<file path="config.mk">
export PLATFORM = sky130hd
export DESIGN_NAME = receptor_param
export DESIGN_NICKNAME = d
export VERILOG_FILES = /design/src/rtl/receptor_param.sv
export SDC_FILE = /design/constraint.sdc
export NUM_CORES = 1
export LEC_CHECK = 0
export CAP_MARGIN = 0
export CORE_UTILIZATION = 45
export CTS_BUF_LIST = sky130_fd_sc_hd__clkbuf_16
export DETAILED_ROUTE_END_ITERATION = 10
export PLACE_DENSITY = 0.72
export SKIP_LAST_GASP = 1
export SLEW_MARGIN = 20
export SYNTH_ARGS = -nofsm -noshare
export SYNTH_HDL_FRONTEND = slang
export SYNTH_SLANG_ARGS = --single-unit
export TNS_END_PERCENT = 5
</file>
<file path="constraint.sdc">
create_clock -name clk -period 4.6 [get_ports clk]
set_input_delay 0.46 -clock clk [delete_from_list [all_inputs] [get_ports clk]]
set_output_delay 0.46 -clock clk [all_outputs]
set_load 0.05 [all_outputs]
</file>
<file path="src/rtl/receptor_param.sv">
// Parameterised asynchronous serial receiver: start-bit validation at half bit,
// centre sampling of data/parity/stop bits, overrun and framing/parity status.
module receptor_param #(
  parameter int CLKS_PER_BIT = 459,
  parameter int DATA_BITS    = 8,
  parameter int PARITY       = 0,
  parameter int STOP_BITS    = 1
) (
  input  logic                 clk,
  input  logic                 reset,
  input  logic                 deteccion_flanco_bajada,
  input  logic                 x,
  input  logic                 dato_leido,
  output logic [DATA_BITS-1:0] dato,
  output logic                 dato_listo,
  output logic                 error_paridad,
  output logic                 error_trama,
  output logic                 sobrescritura,
  output logic                 ocupado
);

  localparam logic [15:0] LAST_CNT = 16'(CLKS_PER_BIT - 1);
  localparam logic [15:0] HALF_M1  = 16'(CLKS_PER_BIT / 2 - 1);
  localparam logic [3:0]  LAST_DB  = 4'(DATA_BITS - 1);
  localparam logic [3:0]  LAST_SB  = 4'(STOP_BITS - 1);

  typedef enum logic [2:0] {REPOSO, INICIO, DATOS, PARIDAD, PARADA, ESPERA} state_t;

  state_t               state_q, state_d;
  logic                 sync_a_q, sync_a_d;
  logic                 xs_q, xs_d;
  logic                 xs_prev_q, xs_prev_d;
  logic [15:0]          cnt_q, cnt_d;
  logic [3:0]           bit_q, bit_d;
  logic [DATA_BITS-1:0] sh_q, sh_d;
  logic                 perr_q, perr_d;
  logic                 ferr_q, ferr_d;
  logic [DATA_BITS-1:0] dato_q, dato_d;
  logic                 listo_q, listo_d;
  logic                 ep_q, ep_d;
  logic                 et_q, et_d;
  logic                 sob_q, sob_d;
  logic                 complete;
  logic                 frame_err;
  logic                 tick;

  always_ff @(posedge clk or negedge reset) begin
    if (!reset) begin
      state_q   <= REPOSO;
      sync_a_q  <= 1'b1;
      xs_q      <= 1'b1;
      xs_prev_q <= 1'b1;
      cnt_q     <= '0;
      bit_q     <= '0;
      sh_q      <= '0;
      perr_q    <= 1'b0;
      ferr_q    <= 1'b0;
      dato_q    <= '0;
      listo_q   <= 1'b0;
      ep_q      <= 1'b0;
      et_q      <= 1'b0;
      sob_q     <= 1'b0;
    end else begin
      state_q   <= state_d;
      sync_a_q  <= sync_a_d;
      xs_q      <= xs_d;
      xs_prev_q <= xs_prev_d;
      cnt_q     <= cnt_d;
      bit_q     <= bit_d;
      sh_q      <= sh_d;
      perr_q    <= perr_d;
      ferr_q    <= ferr_d;
      dato_q    <= dato_d;
      listo_q   <= listo_d;
      ep_q      <= ep_d;
      et_q      <= et_d;
      sob_q     <= sob_d;
    end
  end

  always_comb begin
    state_d   = state_q;
    sync_a_d  = x;
    xs_d      = sync_a_q;
    xs_prev_d = xs_q;
    cnt_d     = cnt_q;
    bit_d     = bit_q;
    sh_d      = sh_q;
    perr_d    = perr_q;
    ferr_d    = ferr_q;
    dato_d    = dato_q;
    listo_d   = listo_q;
    ep_d      = ep_q;
    et_d      = et_q;
    sob_d     = sob_q;
    complete  = 1'b0;
    frame_err = 1'b0;
    tick      = (cnt_q == LAST_CNT);

    case (state_q)
      REPOSO: begin
        cnt_d = '0;
        if (deteccion_flanco_bajada && xs_prev_q && !xs_q) state_d = INICIO;
      end
      INICIO: begin
        cnt_d = cnt_q + 16'd1;
        if (cnt_q == HALF_M1) begin
          cnt_d   = '0;
          bit_d   = '0;
          state_d = xs_q ? REPOSO : DATOS;
        end
      end
      DATOS: begin
        cnt_d = cnt_q + 16'd1;
        if (tick) begin
          cnt_d  = '0;
          sh_d   = {xs_q, sh_q[DATA_BITS-1:1]};
          bit_d  = bit_q + 4'd1;
          perr_d = 1'b0;
          ferr_d = 1'b0;
          if (bit_q == LAST_DB) begin
            bit_d   = '0;
            state_d = (PARITY != 0) ? PARIDAD : PARADA;
          end
        end
      end
      PARIDAD: begin
        cnt_d = cnt_q + 16'd1;
        if (tick) begin
          cnt_d   = '0;
          state_d = PARADA;
          perr_d  = (PARITY == 1) ? (^sh_q ^ xs_q) : ~(^sh_q ^ xs_q);
        end
      end
      PARADA: begin
        cnt_d = cnt_q + 16'd1;
        if (tick) begin
          cnt_d     = '0;
          frame_err = ferr_q | ~xs_q;
          ferr_d    = frame_err;
          bit_d     = bit_q + 4'd1;
          if (bit_q == LAST_SB) begin
            complete = 1'b1;
            bit_d    = '0;
            state_d  = frame_err ? ESPERA : REPOSO;
          end
        end
      end
      ESPERA: begin
        // A line held low after a bad stop must not be seen as a new start.
        if (xs_q) state_d = REPOSO;
      end
      default: state_d = REPOSO;
    endcase

    // A completion load takes priority over a simultaneous acknowledge.
    if (complete) begin
      dato_d  = sh_q;
      ep_d    = perr_q;
      et_d    = frame_err;
      listo_d = 1'b1;
      sob_d   = listo_q & ~dato_leido;
    end else if (dato_leido) begin
      listo_d = 1'b0;
      sob_d   = 1'b0;
    end
  end

  assign dato          = dato_q;
  assign dato_listo    = listo_q;
  assign error_paridad = ep_q;
  assign error_trama   = et_q;
  assign sobrescritura = sob_q;
  assign ocupado       = (state_q != REPOSO);

endmodule

</file>
Yosys cells after proc, flatten, opt, wreduce, memory -nomap -nowiden
Cells that the tools add are included.
W data, S select, Z words.

storage, ports and cells
  register bits after elaboration = 48
  output and inout bits = 13

cells by class
  add/sub/neg operators = 2
  equality and inequality tests = 16
  mux-type cells = 33
  bitwise gates (word level) = 6
  reduce and logical (&&, ||, !) cells = 18

operator list
  kind                     count
  $pmux W16 S3             1
  $mux W16                 2
  $mux W3                  9
  $mux W4                  5
  $pmux W3 S6              1
  $add A16 B1 Y16 const B  1
  $eq A16 B8 Y1 const B    1
  $eq A16 B9 Y1 const B    1
  $ne A2 B2 Y1 const B     8
  $pmux W4 S3              1
  $mux W1                  11
  $reduce_bool A3 Y1       3
  $reduce_and A8 Y1        1
  $reduce_xor A8 Y1        1
  $eq A3 B2 Y1 const B     2
  $eq A3 B3 Y1 const B     2
  $reduce_and A3 Y1        2
  $reduce_bool A2 Y1       3
  $add A4 B1 Y4 const B    1
  $eq A4 B3 Y1 const B     1
  $logic_not A4 Y1         1
  $pmux W1 S2              2
  $reduce_and A4 Y1        1
  $eq A3 B1 Y1 const B     1
  other kinds (10)         13

Logic depth before layout (Yosys ltp)
  depth in word-level cells = 6
  depth in mapped cells = 9
  depth with buffers taken out = 7

Worst setup path before layout
No wires, ideal clock.

  path kind = flip-flop to flip-flop
  start = register cnt_q[9]
  end = register dato_q[1] (netlist: dato[1])
  library setup time = 0.125 ns
  arrival time = 2.420 ns
  required time = 4.475 ns
  slack = 2.055 ns
  cell stages (with the launch flop) = 7
  buffers on the path = 2
  clock period less this slack = 2.545 ns
  path through = dfrtp_1 > or4_4 > or4_4 > or3_1 > buf_6 > buf_12 > mux2_4

between the ends
  word-level cells in the longest chain between the ends = 3

ends and longest elaborated chain
  item                    line  RTL
  start, declared         33    logic [15:0] cnt_q, cnt_d;
  start signal, assigned  68    cnt_q <= cnt_d;
  $eq A16 B9 Y1           98    tick = (cnt_q == LAST_CNT);
  $mux W1                 137   if (tick) begin
  $mux W1                 100   case (state_q)
  end signal, assigned    73    dato_q <= dato_d;
  end, declared           38    logic [DATA_BITS-1:0] dato_q, dato_d;

Every way passes these cells.
A chain may end at the register's enable or synchronous reset.

Final worst setup path
  start = register cnt_q[9]
  end = register dato_q[2] (netlist: dato[2])

The elaborated chain is that of the path after synthesis.

==> results.md <==
* HPWL after DPL at roughly 3100 um
* Largest net degree at the start of global routing at 49
* Gate Count Post-Synth at 226
* Core ar. at 5200 sq um
* Library cells used by synthesis at 46
* Register-to-Register Path Depth at 4
* Slew Viols, Final at 0
* Relative max-transition margin at 0.428
* I/O pin count at 18
* Fillcell total at 465
* Maxcap violations at 0
* DIE WIDTH at between 70 and 80 um
* Full die area at 5790 sq um
* Final wirelength at 4480 um
* Required time of the critical path at 4.77 ns
* Total grt overflow at 0
* Clk_lat worst skew at 0.29 ns
* Number of global-route vias before repair at 1656
* Layout overhead on the synthesized area at 14.9%
* Max clock buf depth at 2
* Storage cell area at 1200 sq um
* F_max at 365 MHz
* Crit Path Class: reg2reg
* Pwr dens at 302 nW/um^2
* Mapped Area at 2470 sq um
* Final Worst Setup Slack at 1.86 ns
* Worst EP arrival at just under 3 ns
* Peak supply drop at roughly 0.2 mV
* Tot GR Track Use at 0.168
* H-Tree Depth at 2
* EDFF count, synth at 0
* Final number of setup-violating endpoints at 0
* Post-Syn Area per Cell at roughly 11 sq um
* Tmin final at 2.74 ns
* Placer Congestion at 0.776
* CP max FO at 13
* Row count at 26
* Synth async-reset ratio at 1.00
* Diode count at 0
* Register area share after synthesis at 0.488
* Nets at approximately 250
* Post-Place Worst Slack at between 1.5 and 2 ns
* Clk_skew at 0.00791 ns
* Outcome: completed
* Drt wl/cell at 14.4 um
* Final period util at 0.596
* CTS tree: done
* Initial core utilization at 0.475
* DRT antenna net count at 0
* Cts hold-fix bufs at 0
* Syn_nets at between 200 and 250
* Tightest Pin Transition at 0.850 ns
* Vias per cell at 5.46
* Antenna violations before repair at 0
* Clk sinks at 48
* First-pass GRT wire length at 7750 um
* Origin of the critical flop-to-flop path: cnt_q[9]
* Port-buffer cells at 17
* Main synth FF type: dfrtp_1
* DRT Pass-1 Iters at 4
* DRT iter0 DRCs at about 120
* Post-CTS sizing at 0
* R2R Setup Slk at 1.86 ns
* Share of cells above drive strength 1 at 0.165
* Multi-input combinational cell area at approximately 1200 sq um
* Setup crit start: cnt_q[9]
* Leakage at 1.28 nW
* Clock root buffer: clkbuf_16
* # DRC at 0
* YS warnings at 0
* DIE HEIGHT at 76.1 um
* Worst Setup End Kind: flop
* TNS Setup at 0 ns
* Startpoint Class: flop
* RSZ-0062 raised after global routing: no
* Hold WC Path Type: in2async
* Flops & latches, synth at 48
* Via Count at roughly 1700
* Cts bufs inserted at 5
* Final Hold Fails at 0
* Postcts setup bufs at 0
* Clock slew seen by the registers of the worst setup and hold paths at 0.07 ns
[Yosys cell counts (all sizes together) (5+ instances only)]
master  number  area share
nand3        8       0.016
xor2         7       0.025
o21ai       18       0.036
clkbuf       7       0.011
ha           5       0.025
dfrtp       45        0.46
inv          8       0.012
nand2       14       0.021
mux2        21        0.10
xnor2        8       0.028
nor2        10       0.015
a21oi       11       0.022
nor3         5       0.010
[sequential cells by signal, summed over array words and instances (netlist names)]
register,flops
bit_q,4
cnt_q,16
dato,8
dato_listo,1
error_paridad,1
error_trama,1
ferr_q,1
perr_q,1
sh_q,8
sobrescritura,1
state_q,3
sync_a_q,1
xs_prev_d,1
xs_prev_q,1
[cell type report]
class / instances / share of cell area
inverters: 8 / 0.0106
multi-input cells: 161 / 0.415
clock inverters: 3 / 0.0163
clock buffers: 5 / 0.0441
well taps: 70 / 0.0309
flip-flops and latches: 48 / 0.424
repair buffers: 17 / 0.0591
[layer usage]
metal  GRT usage  part of all wire
met5           0                 0
met4      0.0558             0.012
met3      0.0371             0.038
met2       0.260              0.46
met1       0.235              0.49
[layout by cell type (no fill, tap or decap), types with 6 or more instances in the layout]
cell	count
a21oi_1	11
nor2_1	10
dfrtp_1	45
mux2_4	6
nand3_1	8
o21ai_0	17
clkdlybuf4s50_1	16
mux2_2	15
nand2_1	14
inv_1	8
xnor2_1	8
xor2_1	7
[power breakdown]
part	switching, mW	internal [mW]	total [mW]
clock network	0.159	0.258	0.417
registers	0.00125	0.424	0.426
logic	0.00899	0.00409	0.0131
[path summary, 6_finish.rpt]
path / endpoint
setup / recovery: dato[2]
hold / removal: dato[7]
setup reg to reg: dato[2]
hold reg to reg: xs_prev_d
max in group asynchronous: dato[3]
min in group clk: xs_prev_d
[critical path, stage by stage (launching register included)]
cell and delay (ns):
dfrtp_1 0.43, or4_4 0.56, or4_4 0.59, or3_1 0.65, mux2_4 0.39
[stage by stage]
step,hold WS [ns],power [mW],util,cell area [sq um],cells
CTS,0.364,0.868,0.545,2840,312
finish,0.170,0.856,0.545,2840,312
detailed placement,0.353,0.447,0.512,2670,304
floorplan,0.164,0.435,-,2470,226
global placement,0.346,0.447,0.512,2670,304
global route,0.232,0.884,0.545,2840,312
[kinds of logic (layout without fill, tap and decap cells)]
logic type	after synthesis	after routing	share of synthesized area
buf+inv	17	33	0.0355
fa+ha+maj	5	5	0.0253
xor+xnor	15	15	0.0532
simple gates	70	70	0.165
compound gates	47	47	0.117
mux	24	24	0.117
flops	48	48	0.488
No activity file was read; power rests on OpenSTA's default activity.
